===== config.mk =====
export PLATFORM = sky130hd
export DESIGN_NAME = bist_controller
export DESIGN_NICKNAME = d
export VERILOG_FILES = /design/src/rtl/bist_pkg.sv /design/src/rtl/bist_cnt.sv /design/src/rtl/bist_controller.sv
export SDC_FILE = /design/constraint.sdc
export NUM_CORES = 1
export LEC_CHECK = 0
export CAP_MARGIN = 0
export CORE_MARGIN = 10
export CORE_UTILIZATION = 46
export DETAILED_ROUTE_END_ITERATION = 8
export PLACE_DENSITY_LB_ADDON = 0.1
export REMOVE_ABC_BUFFERS = 1
export SETUP_SLACK_MARGIN = 0.2
export SLEW_MARGIN = 20
export SYNTH_ARGS = -nofsm -noshare
export SYNTH_HDL_FRONTEND = slang
export SYNTH_HIERARCHICAL = 1
export SYNTH_SLANG_ARGS = --single-unit

===== constraint.sdc =====
create_clock -name clock -period 1.83 [get_ports clock]
set_input_delay 0.4575 -clock clock [delete_from_list [all_inputs] [get_ports clock]]
set_output_delay 0.4575 -clock clock [all_outputs]
set_load 0.05 [all_outputs]

===== src/rtl/bist_pkg.sv =====
// Shared types and default constants for the BIST session controller.
package bist_pkg;

    typedef enum logic [2:0] {
        S_IDLE,
        S_INIT,
        S_SHIFT,
        S_CAPTURE,
        S_UNLOAD,
        S_COMPARE,
        S_DONE
    } state_t;

    localparam int          DEF_SCAN_LEN     = 8;
    localparam int          DEF_NUM_PATTERNS = 1024;
    localparam int          DEF_MISR_W       = 16;
    localparam logic [15:0] DEF_GOLDEN_SIG   = 16'h0000;

endpackage


===== src/rtl/bist_cnt.sv =====
// Loadable down-counter with zero flag; holds at zero instead of wrapping.
module bist_cnt #(
    parameter int W = 4
) (
    input  logic         i_clk,
    input  logic         i_rst_n,
    input  logic         i_load,
    input  logic [W-1:0] i_load_val,
    input  logic         i_dec,
    output logic         o_zero
);

    logic [W-1:0] r_count;

    always_ff @(posedge i_clk) begin
        if (!i_rst_n) begin
            r_count <= '0;
        end else if (i_load) begin
            r_count <= i_load_val;
        end else if (i_dec && r_count != '0) begin
            r_count <= r_count - W'(1);
        end
    end

    assign o_zero = (r_count == '0);

endmodule


===== src/rtl/bist_controller.sv =====
// Test-per-scan BIST session sequencer with registered control outputs.
// Optional abort input is enabled by defining BIST_ABORT_EN.
module bist_controller
    import bist_pkg::*;
#(
    parameter int                SCAN_LEN     = DEF_SCAN_LEN,
    parameter int                NUM_PATTERNS = DEF_NUM_PATTERNS,
    parameter int                MISR_W       = DEF_MISR_W,
    parameter logic [MISR_W-1:0] GOLDEN_SIG   = MISR_W'(DEF_GOLDEN_SIG)
) (
    input  logic              clock,
    input  logic              reset,
    input  logic              bist_start,
`ifdef BIST_ABORT_EN
    input  logic              bist_abort,
`endif
    input  logic [MISR_W-1:0] misr_sig,
    output logic              bist_mode,
    output logic              seed_load,
    output logic              scan_en,
    output logic              lfsr_en,
    output logic              misr_en,
    output logic              bist_end,
    output logic              pass_nfail
);

    localparam int SH_W  = $clog2(SCAN_LEN + 1);
    localparam int PAT_W = $clog2(NUM_PATTERNS + 1);

    state_t r_state;
    logic   w_sh_load, w_sh_dec, w_sh_zero;
    logic   w_pat_load, w_pat_dec, w_pat_zero;

    // Counters hold "remaining minus one", so the zero flag marks the last cycle of a phase.
    assign w_sh_load  = (r_state == S_INIT) || (r_state == S_CAPTURE);
    assign w_sh_dec   = (r_state == S_SHIFT) || (r_state == S_UNLOAD);
    assign w_pat_load = (r_state == S_INIT);
    assign w_pat_dec  = (r_state == S_CAPTURE);

    bist_cnt #(.W(SH_W)) u_shift_cnt (
        .i_clk      (clock),
        .i_rst_n    (reset),
        .i_load     (w_sh_load),
        .i_load_val (SH_W'(SCAN_LEN - 1)),
        .i_dec      (w_sh_dec),
        .o_zero     (w_sh_zero)
    );

    bist_cnt #(.W(PAT_W)) u_pat_cnt (
        .i_clk      (clock),
        .i_rst_n    (reset),
        .i_load     (w_pat_load),
        .i_load_val (PAT_W'(NUM_PATTERNS - 1)),
        .i_dec      (w_pat_dec),
        .o_zero     (w_pat_zero)
    );

    // Outputs are computed for the state being entered, so they line up with r_state.
    always_ff @(posedge clock) begin
        if (!reset) begin
            r_state    <= S_IDLE;
            bist_mode  <= 1'b0;
            seed_load  <= 1'b0;
            scan_en    <= 1'b0;
            lfsr_en    <= 1'b0;
            misr_en    <= 1'b0;
            bist_end   <= 1'b0;
            pass_nfail <= 1'b0;
`ifdef BIST_ABORT_EN
        end else if (bist_abort && r_state != S_IDLE && r_state != S_DONE) begin
            r_state    <= S_DONE;
            bist_mode  <= 1'b0;
            seed_load  <= 1'b0;
            scan_en    <= 1'b0;
            lfsr_en    <= 1'b0;
            misr_en    <= 1'b0;
            bist_end   <= 1'b1;
            pass_nfail <= 1'b0;
`endif
        end else begin
            bist_mode <= 1'b0;
            seed_load <= 1'b0;
            scan_en   <= 1'b0;
            lfsr_en   <= 1'b0;
            misr_en   <= 1'b0;
            case (r_state)
                S_IDLE: begin
                    if (bist_start) begin
                        r_state   <= S_INIT;
                        bist_mode <= 1'b1;
                        seed_load <= 1'b1;
                    end
                end
                S_INIT: begin
                    r_state   <= S_SHIFT;
                    bist_mode <= 1'b1;
                    scan_en   <= 1'b1;
                    lfsr_en   <= 1'b1;
                    misr_en   <= 1'b1;
                end
                S_SHIFT: begin
                    bist_mode <= 1'b1;
                    if (w_sh_zero) begin
                        r_state <= S_CAPTURE;
                    end else begin
                        scan_en <= 1'b1;
                        lfsr_en <= 1'b1;
                        misr_en <= 1'b1;
                    end
                end
                S_CAPTURE: begin
                    bist_mode <= 1'b1;
                    scan_en   <= 1'b1;
                    misr_en   <= 1'b1;
                    if (w_pat_zero) begin
                        r_state <= S_UNLOAD;
                    end else begin
                        r_state <= S_SHIFT;
                        lfsr_en <= 1'b1;
                    end
                end
                S_UNLOAD: begin
                    if (w_sh_zero) begin
                        r_state <= S_COMPARE;
                    end else begin
                        bist_mode <= 1'b1;
                        scan_en   <= 1'b1;
                        misr_en   <= 1'b1;
                    end
                end
                S_COMPARE: begin
                    r_state    <= S_DONE;
                    bist_end   <= 1'b1;
                    pass_nfail <= (misr_sig == GOLDEN_SIG);
                end
                S_DONE: begin
                    if (!bist_start) begin
                        r_state    <= S_IDLE;
                        bist_end   <= 1'b0;
                        pass_nfail <= 1'b0;
                    end
                end
                default: r_state <= S_IDLE;
            endcase
        end
    end

endmodule


# After elaboration in Yosys (flattened, before gate mapping)
# Index checks and enable logic that the tools add are counted.
# word_totals
reg_bits	24
output_inout_bits	7
wordCells	64
# classes
n_addsub	2
eq_ne	10
muxes	19
bitwise_logic	1
n_reduce_logical	21
# ops
op	n
3-bit two-way mux	7
3-bit one-hot mux with 7 select lines	1
10-bit two-way mux	2
16-bit zero test	1
11-bit zero test	1
11-bit nonzero test	1
11-bit by 1-bit subtractor with 11-bit output (second input constant)	1
3-bit equality test (second input constant)	3
2-bit OR reduction	4
3-bit by 2-bit equality test with 1-bit output (second input constant)	2
1-bit one-hot mux with 2 select lines	3
1-bit one-hot mux with 3 select lines	2
2-bit nonzero test	3
4-bit zero test	1
1-bit two-way mux	4
2-bit by 1-bit != test with 1-bit output (second input constant)	2
2-bit != test (second input constant)	2
2-bit AND reduction	2
4-bit AND reduction	1
4-bit nonzero test	1
4-bit by 1-bit subtractor with 4-bit output (second input constant)	1
3-bit by 1-bit equality test with 1-bit output (second input constant)	1
3-bit zero test	1
3-bit OR reduction	1
other kinds (3)	5

# Depth between registers and ports, before layout
# logic_depth
depth_word	5
ltp_mapped	7
ltp_nobuf	7

# Cells and area by module
# The synthesis kept the hierarchy.
# modules_own_cells
mod	instances	cells_each	area_per_inst_um2	seq_area_each_um2
bist_cnt (u_pat_cnt)	1	75	613.1	220.2
bist_controller	1	62	545.5	180.2
bist_cnt (u_shift_cnt)	1	31	256.5	80.1

# Worst setup path after synthesis
# OpenSTA, ideal clock, no wires.
# synth_timing
kind	flip-flop to flip-flop
from	register r_state[0]
to	register u_pat_cnt.r_count[7]
setup_ns	0.074
arrival_ns	1.694
t_required_ns	1.756
setup_slack_ns	0.062
stages_incl_launch_ff	7
n_path_buf	0
synth_period_minus_slack_ns	1.768
path_cell_list	dfxtp_1 -> nor2b_2 -> and2_1 -> nor3b_1 -> o211ai_1 -> or3_1 -> a31oi_1
# synth_via
elab_chain_cells	3
elab_cells_between_ends	5
classes_between	eq/ne: 2; mux: 1; reduce/logical: 2
# synth_rtl
item	line	text
from (decl)	bist_controller.sv:30	state_t r_state;
from (signal assigned)	bist_controller.sv:61	r_state <= S_IDLE;
from (signal assigned)	bist_controller.sv:89	r_state <= S_INIT;
from (signal assigned)	bist_controller.sv:95	r_state <= S_SHIFT;
3-bit by 2-bit equality test with 1-bit output	bist_controller.sv:38	assign w_pat_dec = (r_state == S_CAPTURE);
via w_pat_dec	bist_controller.sv:32	logic w_pat_load, w_pat_dec, w_pat_zero;
1-bit logical AND	bist_cnt.sv:20	end else if (i_dec && r_count != '0) begin
2-bit nonzero test (no line)	n/a	
to (signal assigned)	bist_cnt.sv:19	r_count <= i_load_val;
to (signal assigned)	bist_cnt.sv:21	r_count <= r_count - W'(1);
to (decl)	bist_cnt.sv:13	logic [W-1:0] r_count;
# The timed path passes the listed nets, and every way through them passes these cells.
# A chain may end at the register's enable or synchronous reset.

# Worst setup path after layout
# layout_timing
from	register u_pat_cnt.r_count[2]
to	register u_pat_cnt.r_count[0]
# layout_via
elab_chain_cells	3
# layout_rtl
item	line
11-bit nonzero test	bist_cnt.sv:20
1-bit logical AND	bist_cnt.sv:20
2-bit nonzero test (no line)	n/a
# Every way passes these cells.

==> flow_metrics.py <==
metrics = {
    "run_status": {
        "status": "complete, no violations",
    },
    "critical_path": {
        "cp_top_family": "simple AND/OR/NAND/NOR gates",
        "path_class": "reg2reg",
        "crit_buf_inv": 0,
        "worstPathArrival_ns": 1.94,
        "max_stage_delay_ns": 0.57,
        "required_ns": 2.08,
        "cp-end-kind": "flip-flop",
        "crit_fanout": 5,
        "slowest_stage": "or4_4",
        "path_cells": "or4_4 > o31a_1 > xnor2_1 > a211oi_1",
        "setup.worst_path.start_class": "flip-flop",
    },
    "global_route": {
        "grt_overflow": 0,
        "grt_antenna_before_repair": 0,
        "track_usage_pct": 12.6,
        "grt_max_degree": 25,
        "grt_pass1_wl_microns": 5800,
        "grt_pass1_vias": 1349,
    },
    "cells_and_area": {
        "fillers": 246,
        "drive_gt1_share_pct": 27.8,
        "final_cell_mix": "buf_4 (25), dfxtp_1 (19), clkdlybuf4s50_1 (18)",
        "layout.cells.most_common": "buf_4",
        "final_cells": 256,
        "multiInputGateArea_sq_um": 992,
        "area_delta_synth_final_pct": 42.8,
        "num-nets-final": 245,
        "ff_latch_area_sq_um": 489,
        "antenna_cells": 0,
    },
    "synthesis": {
        "synthSimpleGateAreaFrac_pct": 30.2,
        "ys.flop_type": "dfxtp_1",
        "synth_top_area_cell": "dfxtp_1",
        "synth.distinct_cells": 55,
        "synth_xor_area_share_pct": 3.09,
        "syn_area_per_cell_sq_um": 8.42,
        "yosysSeqAreaShare_pct": 34.0,
        "synthArstFlopShare_pct": 0,
        "yosys_warnings": 6,
        "synth_mux_area_share_pct": 1.41,
        "synthCells": 168,
        "synth_edf_count": 0,
        "synth_top_area_share_pct": 34.0,
        "synth_top_family_by_area": "simple AND/OR/NAND/NOR gates",
        "synth_compound_area_share_pct": 23.0,
        "netlist_area_sq_mm": 0.00142,
        "synthAdderAreaFrac_pct": 1.77,
        "synth_area_leaders": "dfxtp_1 (34%), a21oi_1 (4.6%), o21ai_0 (3.5%), inv_1 (2.7%), nand2_1 (2.7%)",
        "ys_seq_elements": 24,
    },
    "job": {
        "maxCapViolCount": 0,
    },
    "timing": {
        "hold_viol": 0,
        "finalSetupViolations": 0,
        "worst_pin_slew_ns": 0.539,
        "setup_slack_ns": 0.135,
        "slew_viol_final": 0,
        "rsz0062_at_grt": "true",
        "relSlewSlack_pct": 63.8,
        "final.period_utilization_pct": 92.6,
        "fin_skew_ns": 0.0122,
        "finalCriticalPeriod_ns": 1.70,
        "fmax_mhz": 590,
    },
    "route": {
        "top_layer": "met4",
        "wl_microns": 3490,
        "wl_met1_microns": 1610,
        "wl_per_cell_microns": 13.6,
        "via_count": 1389,
        "met3_length_microns": 196,
        "drt-initial-drc-count": 63,
        "drc": 0,
        "routed-wl-met2_microns": 1630,
        "drtPass1Iterations": 4,
        "viasPerCell": 5.43,
        "ant_nets": 0,
    },
    "clocking": {
        "cts_tree": "built",
        "cts-root-buf": "clkbuf_4",
        "clkLatencyLatePin_ns": 0.33,
        "cts_max_level": 1,
        "cts.sinks": 24,
        "clk_path_buf_depth": 2,
        "cts_buffers": 3,
        "clk_pin_slew_ns": 0.14,
    },
    "floorplanning": {
        "initial_core_util_pct": 47.1,
        "fp.dieArea_sq_mm": 0.00569,
        "boundaryPins": 26,
        "die_x_microns": 75.5,
        "die_height_microns": 75.5,
        "core_sq_mm": 0.00300,
        "fp-row-count": 20,
    },
    "place": {
        "gp_congestion": 0.885,
        "dp_cells": 245,
        "io_buffers": 25,
        "pre_cts_ws_ns": 0.0635,
        "dp_hpwl_microns": 2480,
    },
    "power": {
        "leakage_nw": 0.739,
        "vdd_drop_max_mv": 0.356,
        "power_density_mw_per_mm2": 840,
    },
    "min_path": {
        "worstHoldPathType": "reg2reg",
    },
}
path summary, 6_finish.rpt:
check,depth (start not counted),to,slack [ns],startpoint
setup / recovery,4,u_pat_cnt/r_count[0],0.13,u_pat_cnt/r_count[2]
hold / removal,2,pass_nfail,0.50,pass_nfail
setup reg to reg,4,u_pat_cnt/r_count[0],0.13,u_pat_cnt/r_count[2]
hold reg to reg,2,pass_nfail,0.50,pass_nfail
Yosys cell counts, drive strengths merged, types with 3 or more instances:
library cell	instances
buf	5
nor4b	3
xnor2	3
or3	3
a31oi	3
nor3	7
nor2b	4
nand3	6
inv	10
nor2	10
nand3b	3
nor3b	5
a21oi	13
o21a	4
nand2	10
o21ai	14
nor4	4
dfxtp	24
where the power goes:
part	total [mW]	internal, mW	switching (mW)
Sequential	0.637	0.584	0.0530
Combinational	0.659	0.306	0.354
Clock	0.402	0.222	0.180
Total	1.70	1.11	0.587
cells by family (layout without fill, tap and decap cells):
logic type / Yosys count / count (layout)
fa+ha+maj: 2 / 2
simple gates: 66 / 66
xor+xnor: 5 / 5
other cells: 2 / 15
buf+inv: 18 / 60
flops: 24 / 24
compound gates: 49 / 49
mux: 2 / 2
tightest hold or removal path, stage by stage, from the launching register on:
cell,delay (ns)
dfxtp_1,0.34
nand2_1,0.05
o22ai_1,0.08
layer usage:
metal  track usage, %  vias up
li1                 -      713
met1             15.2      646
met2             20.4       26
met3             3.78        4
met4             5.57        0
met5                0        -
through the flow:
step | util [%] | instance area, sq um | hold WS [ns] | power [mW] | TNS [ns]
after floorplan | - | 1420 | 0.482 | 0.989 | -0.258
after global placement | 60.1 | 1800 | 0.468 | 1.17 | 0
after detailed placement | 60.1 | 1800 | 0.490 | 1.19 | 0
after CTS | 64.3 | 1930 | 0.509 | 1.64 | 0
after global routing | 67.3 | 2020 | 0.528 | 1.80 | 0
final | 67.3 | 2020 | 0.504 | 1.70 | 0
area by class of cell:
cell class / instances / area share (%)
inverter: 11 / 2.29
sequential: 24 / 24.2
clock buffer: 3 / 1.11
timing repair buffer: 45 / 19.8
tap: 33 / 2.04
clock inverter: 1 / 1.49
multi-input combinational: 139 / 49.1
flip-flops by register name, summed over array words and instances (netlist names):
| signal | flops |
|---|---|
| u_shift_cnt/r_count | 4 |
| lfsr_en | 1 |
| bist_end | 1 |
| r_state | 3 |
| misr_en | 1 |
| bist_mode | 1 |
| u_pat_cnt/r_count | 11 |
| seed_load | 1 |
| pass_nfail | 1 |
what timing repair did:
item,in CTS,in global routing
hold buffers,0,0
gates resized for setup,13,17
setup endpoints to repair,14,17
pin swaps,5,6
buffers inserted,3,4
No activity file was read; power rests on OpenSTA's default activity.
